==> src/rtl/fifo_share_ctrl_pkg.sv <==
// Shared defaults for the FIFO sharing controller: producer count, data width,
// FIFO depth and the occupancy counter width.
package fifo_share_ctrl_pkg;

  localparam int N_DEF     = 4;
  localparam int W_DEF     = 8;
  localparam int DEPTH_DEF = 8;

  // Occupancy must represent 0..DEPTH inclusive.
  localparam int CNT_W = $clog2(DEPTH_DEF + 1);

endpackage

==> src/rtl/fifo_rr_pick.sv <==
// Combinational round-robin picker: first set bit of cand searching upward
// from ptr, wrapping modulo N.
module fifo_rr_pick
  import fifo_share_ctrl_pkg::*;
#(
  parameter int N     = N_DEF,
  parameter int PTR_W = $clog2(N_DEF)
) (
  input  logic [N-1:0]     cand,
  input  logic [PTR_W-1:0] ptr,
  output logic [N-1:0]     pick,
  output logic             valid
);

  logic [PTR_W:0]   sum;
  logic [PTR_W-1:0] idx;

  always_comb begin
    pick  = '0;
    valid = 1'b0;
    sum   = '0;
    idx   = '0;
    for (int k = 0; k < N; k++) begin
      sum = {1'b0, ptr} + (PTR_W + 1)'(k);
      if (sum >= (PTR_W + 1)'(N)) sum = sum - (PTR_W + 1)'(N);
      idx = sum[PTR_W-1:0];
      if (!valid && cand[idx]) begin
        pick[idx] = 1'b1;
        valid     = 1'b1;
      end
    end
  end

endmodule

==> src/rtl/fifo_share_ctrl.sv <==
// Round-robin write arbiter and read sequencer in front of one shared FIFO;
// tracks occupancy so only legal wen/ren commands reach the FIFO.
module fifo_share_ctrl
  import fifo_share_ctrl_pkg::*;
#(
  parameter int N     = N_DEF,
  parameter int W     = W_DEF,
  parameter int DEPTH = DEPTH_DEF
) (
  input  logic             clk,
  input  logic             rst,
  input  logic [N-1:0]     req,
  input  logic [N*W-1:0]   wdata,
  output logic [N-1:0]     gnt,
  input  logic             rd_req,
  output logic             rd_valid,
  output logic [W-1:0]     rd_data,
  output logic             fifo_wen,
  output logic             fifo_ren,
  output logic [W-1:0]     fifo_din,
  input  logic [W-1:0]     fifo_dout,
  input  logic             fifo_error,
  output logic [CNT_W-1:0] occupancy,
  output logic             full,
  output logic             empty,
  output logic             err_sticky
);

  localparam int PTR_W = $clog2(N);

  logic [PTR_W-1:0] ptr;
  logic [PTR_W-1:0] ptr_next;
  logic [N-1:0]     cand;
  logic [N-1:0]     pick;
  logic             pick_valid;
  logic             do_wr;
  logic             do_rd;
  logic [W-1:0]     sel_data;
  logic [CNT_W-1:0] occ_next;

  // The producer granted last cycle sits out this edge.
  assign cand = req & ~gnt;

  fifo_rr_pick #(
    .N     (N),
    .PTR_W (PTR_W)
  ) u_pick (
    .cand  (cand),
    .ptr   (ptr),
    .pick  (pick),
    .valid (pick_valid)
  );

  // Both decisions use the current occupancy, so a slot freed by a read
  // only becomes writable on the following edge.
  assign do_wr = pick_valid && (occupancy < CNT_W'(DEPTH));
  assign do_rd = rd_req && (occupancy != '0);

  always_comb begin
    sel_data = '0;
    ptr_next = ptr;
    for (int i = 0; i < N; i++) begin
      if (pick[i]) begin
        sel_data = wdata[i*W +: W];
        ptr_next = PTR_W'((i + 1) % N);
      end
    end
  end

  always_comb begin
    occ_next = occupancy;
    case ({do_wr, do_rd})
      2'b10:   occ_next = occupancy + CNT_W'(1);
      2'b01:   occ_next = occupancy - CNT_W'(1);
      default: occ_next = occupancy;
    endcase
  end

  assign rd_data = fifo_dout;

  always_ff @(posedge clk) begin
    if (rst) begin
      gnt        <= '0;
      ptr        <= '0;
      fifo_wen   <= 1'b0;
      fifo_ren   <= 1'b0;
      fifo_din   <= '0;
      rd_valid   <= 1'b0;
      occupancy  <= '0;
      full       <= 1'b0;
      empty      <= 1'b1;
      err_sticky <= 1'b0;
    end else begin
      gnt        <= do_wr ? pick : '0;
      fifo_wen   <= do_wr;
      if (do_wr) begin
        fifo_din <= sel_data;
        ptr      <= ptr_next;
      end
      fifo_ren   <= do_rd;
      rd_valid   <= fifo_ren;
      occupancy  <= occ_next;
      full       <= (occ_next == CNT_W'(DEPTH));
      empty      <= (occ_next == '0);
      err_sticky <= err_sticky | fifo_error;
    end
  end

endmodule
==> config.mk <==
export PLATFORM = sky130hd
export DESIGN_NAME = fifo_share_ctrl
export DESIGN_NICKNAME = d
export VERILOG_FILES = /design/src/rtl/fifo_share_ctrl_pkg.sv /design/src/rtl/fifo_rr_pick.sv /design/src/rtl/fifo_share_ctrl.sv
export SDC_FILE = /design/constraint.sdc
export NUM_CORES = 1
export LEC_CHECK = 0
export BUFFER_PORTS_ARGS = -buffer_cell sky130_fd_sc_hd__buf_2
export CAP_MARGIN = 10
export CORE_MARGIN = 2
export CORE_UTILIZATION = 30
export DETAILED_ROUTE_END_ITERATION = 6
export GPL_TIMING_DRIVEN = 0
export PLACE_DENSITY = 0.64
export SLEW_MARGIN = 10
export SYNTH_ARGS = -nofsm -noshare
export SYNTH_HDL_FRONTEND = slang
export SYNTH_SLANG_ARGS = --single-unit
==> constraint.sdc <==
create_clock -name clk -period 9.6 [get_ports clk]
set_input_delay 0.96 -clock clk [delete_from_list [all_inputs] [get_ports clk]]
set_output_delay 0.96 -clock clk [all_outputs]
set_load 0.01 [all_outputs]
==> summary.txt <==
Setup path
  – Worst-path fanout max: 10
  – Setup CP Type: reg2reg
  – Worst R2R Setup Slack: 6.04 ns
  – Crit path launch: ptr[0]
  – Worst setup SP type: register
  – Worst reg2reg path depth: 11
  – CP Data Required Time: 9.80 ns
  – R2R Path Start: ptr[0]
  – R2r endpoint: fifo_din[0]
  – Worst Path Arrival: 3.76 ns
  – Crit end category: register

Clocking
  – Clock transition at path regs: approximately 0.09 ns
  – CTS H-Tree Depth: 1
  – CTS resizes: 0
  – Later-pin clock latency in the skew report: 0.26 ns
  – Cts hold-fix bufs: 0
  – CTS Buffer Depth: 2
  – CTS Buf Count: 3
  – Post-CTS Setup Inserts: 0
  – Sinks on Clock Net: 24
  – CTS tree: done
  – Root Buffer: clkbuf_8

Logic synthesis
  – FF+latch count, synth: 24
  – Cell Area, Synth: 0.00169 mm²
  – Number of unique standard cell types used by synthesis: 47
  – Largest area contributor in the netlist: dfxtp_1
  – Post-synth EDFFs: 0
  – Synth Flop Type: dfxtp_1
  – Top cell type's share of synthesized area: 28.4%
  – Synthesis Warnings: 0
  – Fraction of registers with async set/reset: 0%
  – Synth top cells by count: nor2_1, dfxtp_1, a21oi_1, nand2_1, ha_1
  – Synth Area per Inst: 8.38 µm²
  – Synth Instances: 202
  – Most area-consuming cells after synthesis: dfxtp_1, nor2_1, ha_1
  – Sequential element share of the synthesized area: roughly 28%
  – Count leader, synth: nor2_1
  – Synth Net Count: 261

Drt
  – DRC violations left: 0
  – Routed Antenna Nets: 0
  – WL/cell: 13.0 µm
  – Vias: 1762
  – Final wirelength: 4.50 mm
  – First-pass iteration count of the detailed router: 4
  – Starting DRC count in detailed routing: 71
  – Vias per std cell: 5.09

Hold path
  – Hold Path Stages: 2
  – Hold Startpoint: err_sticky
  – Type of the worst min-delay path: reg2reg
  – Hold Path Sink: err_sticky

Power and ir drop
  – VDD IR-drop max: 0.148 mV
  – Leakage: 1.04 nW
  – Overall Power: 0.633 mW
  – P per Cell Area: 289 mW/mm²

STA
  – Worst-Margin Slew: 0.583 ns
  – Fin. max-slew vios: 0
  – Unrepaired setup endpoints after global routing: false
  – Final Hold Vio Count: 0
  – Endpoints failing setup: 0
  – Final Cycle Share: 37.1%
  – Fmax: 281 MHz
  – Final TNS setup: 0 ns
  – Hold WS: 0.465 ns
  – Fin crit period: approximately 3.6 ns
  – Relative slew slack: approximately 60%
  – Clk_skew: ~0.0019 ns

GRT
  – Pin count of the biggest net entering global routing: 15
  – Via count of the first global-routing pass: 1678
  – First-pass GRT wire length: 7.31 mm
  – GRT Total Usage: 14.1%
  – Initial antenna violation count: 0
  – Total gr overflow: 0

Place
  – Post-placement cell count: 342
  – Final GP Congestion: 0.874
  – # port buffers: 68
  – Hpwl dp: 3.43 mm

Cells and area
  – Fraction of layout cells with a size suffix above 1: 32.8%
  – Fin cells: 346
  – # fillers: approximately 570
  – Ant. Diodes: 0
  – Layout area overhead: 29.6%
  – Final net count: between 300 and 400

Run status
  – Outcome: completed

Die
  – Die Wd: 79.1 µm
  – Std cell rows: 27
  – Die Span Y: between 70 and 80 µm
  – Initial Util: 30.9%
  – # IOs: between 70 and 80
  – Core ar.: 0.00547 mm²
  – Die ar.: 0.00626 mm²

Run
  – MaxCap Viol Count: 0
## flip-flops by register name, indices dropped and copies added, names as in the netlist
| register | count |
|---|---|
| ptr | 2 |
| fifo_ren | 1 |
| full | 1 |
| occupancy | 4 |
| fifo_din | 8 |
| err_sticky | 1 |
| rd_valid | 1 |
| gnt | 4 |
| empty | 1 |
| fifo_wen | 1 |
## worst max-delay path by stage
| stage | endpoint | cells past startpoint | slack, ns |
|---|---|---|---|
| finish | fifo_din[0] | 11 | 6.04 |
| detailed placement | empty | 14 | 5.91 |
| CTS | fifo_din[1] | 11 | 6.03 |
| global route | fifo_din[0] | 11 | 5.80 |
| floorplan | empty | 13 | 6.47 |
| global placement | empty | 14 | 5.93 |
## report_power, final
part	leakage, nW	switching (mW)	internal, mW	total [mW]
combinational	0.809	0.218	0.165	0.383
sequential	0.198	0.0325	0.130	0.163
clock	0.0357	0.0319	0.0557	0.0876
## through the flow
stage          cell area [µm²]  worst slack, ns  utilization (%)
4_1_cts                   2190             6.03             40.1
5_1_grt                   2190             5.80             40.1
3_3_place_gp              2120             5.93             38.8
3_5_place_dp              2120             5.91             38.8
6_report                  2190             6.04             40.1
2_1_floorplan             1690             6.47                -
## worst max-delay path, stage by stage, from the launching register on
cell	delay, ns
dfxtp_1	0.53
buf_4	0.24
inv_1	0.09
ha_1	0.40
nor4bb_1	0.21
nor4_4	0.40
nor2_1	0.16
a221o_1	0.35
a211oi_4	0.36
nor3b_4	0.44
a221oi_1	0.16
a21oi_1	0.16
## routing by layer
| metal | vias to the layer above | track usage [%] | part of all wire, % |
|---|---|---|---|
| met4 | 0 | 5.00 | 0.98 |
| li1 | 881 | - | - |
| met1 | 817 | 17.3 | 45 |
| met5 | - | 0 | 0 |
| met3 | 6 | 1.25 | 4.2 |
| met2 | 58 | 25.4 | 50 |
## layout make-up
class,count,area (µm²),area share (%)
flip-flops and latches,24,480,21.9
inverters,5,18.8,0.855
well taps,72,90.1,4.10
clock inverters,1,30.0,1.37
plain buffers,15,91.3,4.16
clock buffers,3,41.3,1.88
multi-input cells,158,1100,50.2
repair buffers,68,340,15.5
## kinds of logic after synthesis
family / Yosys count / synth area share, %
xor gates and xnor gates: 4 / 2.07
buffers and inverters: 20 / 6.50
adders and majority gates: 11 / 8.57
DFF: 24 / 28.4
muxes: 2 / 1.92
and+or+nand+nor: 88 / 29.4
AOI/OAI and AO/OA: 53 / 23.1
## cells in the final DEF (no fill, tap or decap), types with 2 or more instances in the layout
| cell | n |
|---|---|
| a21oi_1 | 13 |
| a221o_1 | 2 |
| a221oi_1 | 9 |
| a22oi_1 | 8 |
| a31oi_1 | 2 |
| and2_1 | 4 |
| and3_1 | 3 |
| and4b_1 | 2 |
| buf_2 | 69 |
| buf_4 | 9 |
| clkbuf_1 | 4 |
| clkbuf_8 | 3 |
| dfxtp_1 | 24 |
| ha_1 | 10 |
| inv_1 | 4 |
| nand2_1 | 13 |
| nand2b_1 | 6 |
| nand3_1 | 2 |
| nor2_1 | 34 |
| nor2b_1 | 6 |
| nor3_1 | 3 |
| nor3b_1 | 2 |
| nor4b_1 | 2 |
| nor4bb_1 | 4 |
| o21ai_0 | 3 |
| o31ai_1 | 8 |
| xnor2_1 | 2 |
| xor2_1 | 2 |
(Power assumes the default switching activity.)
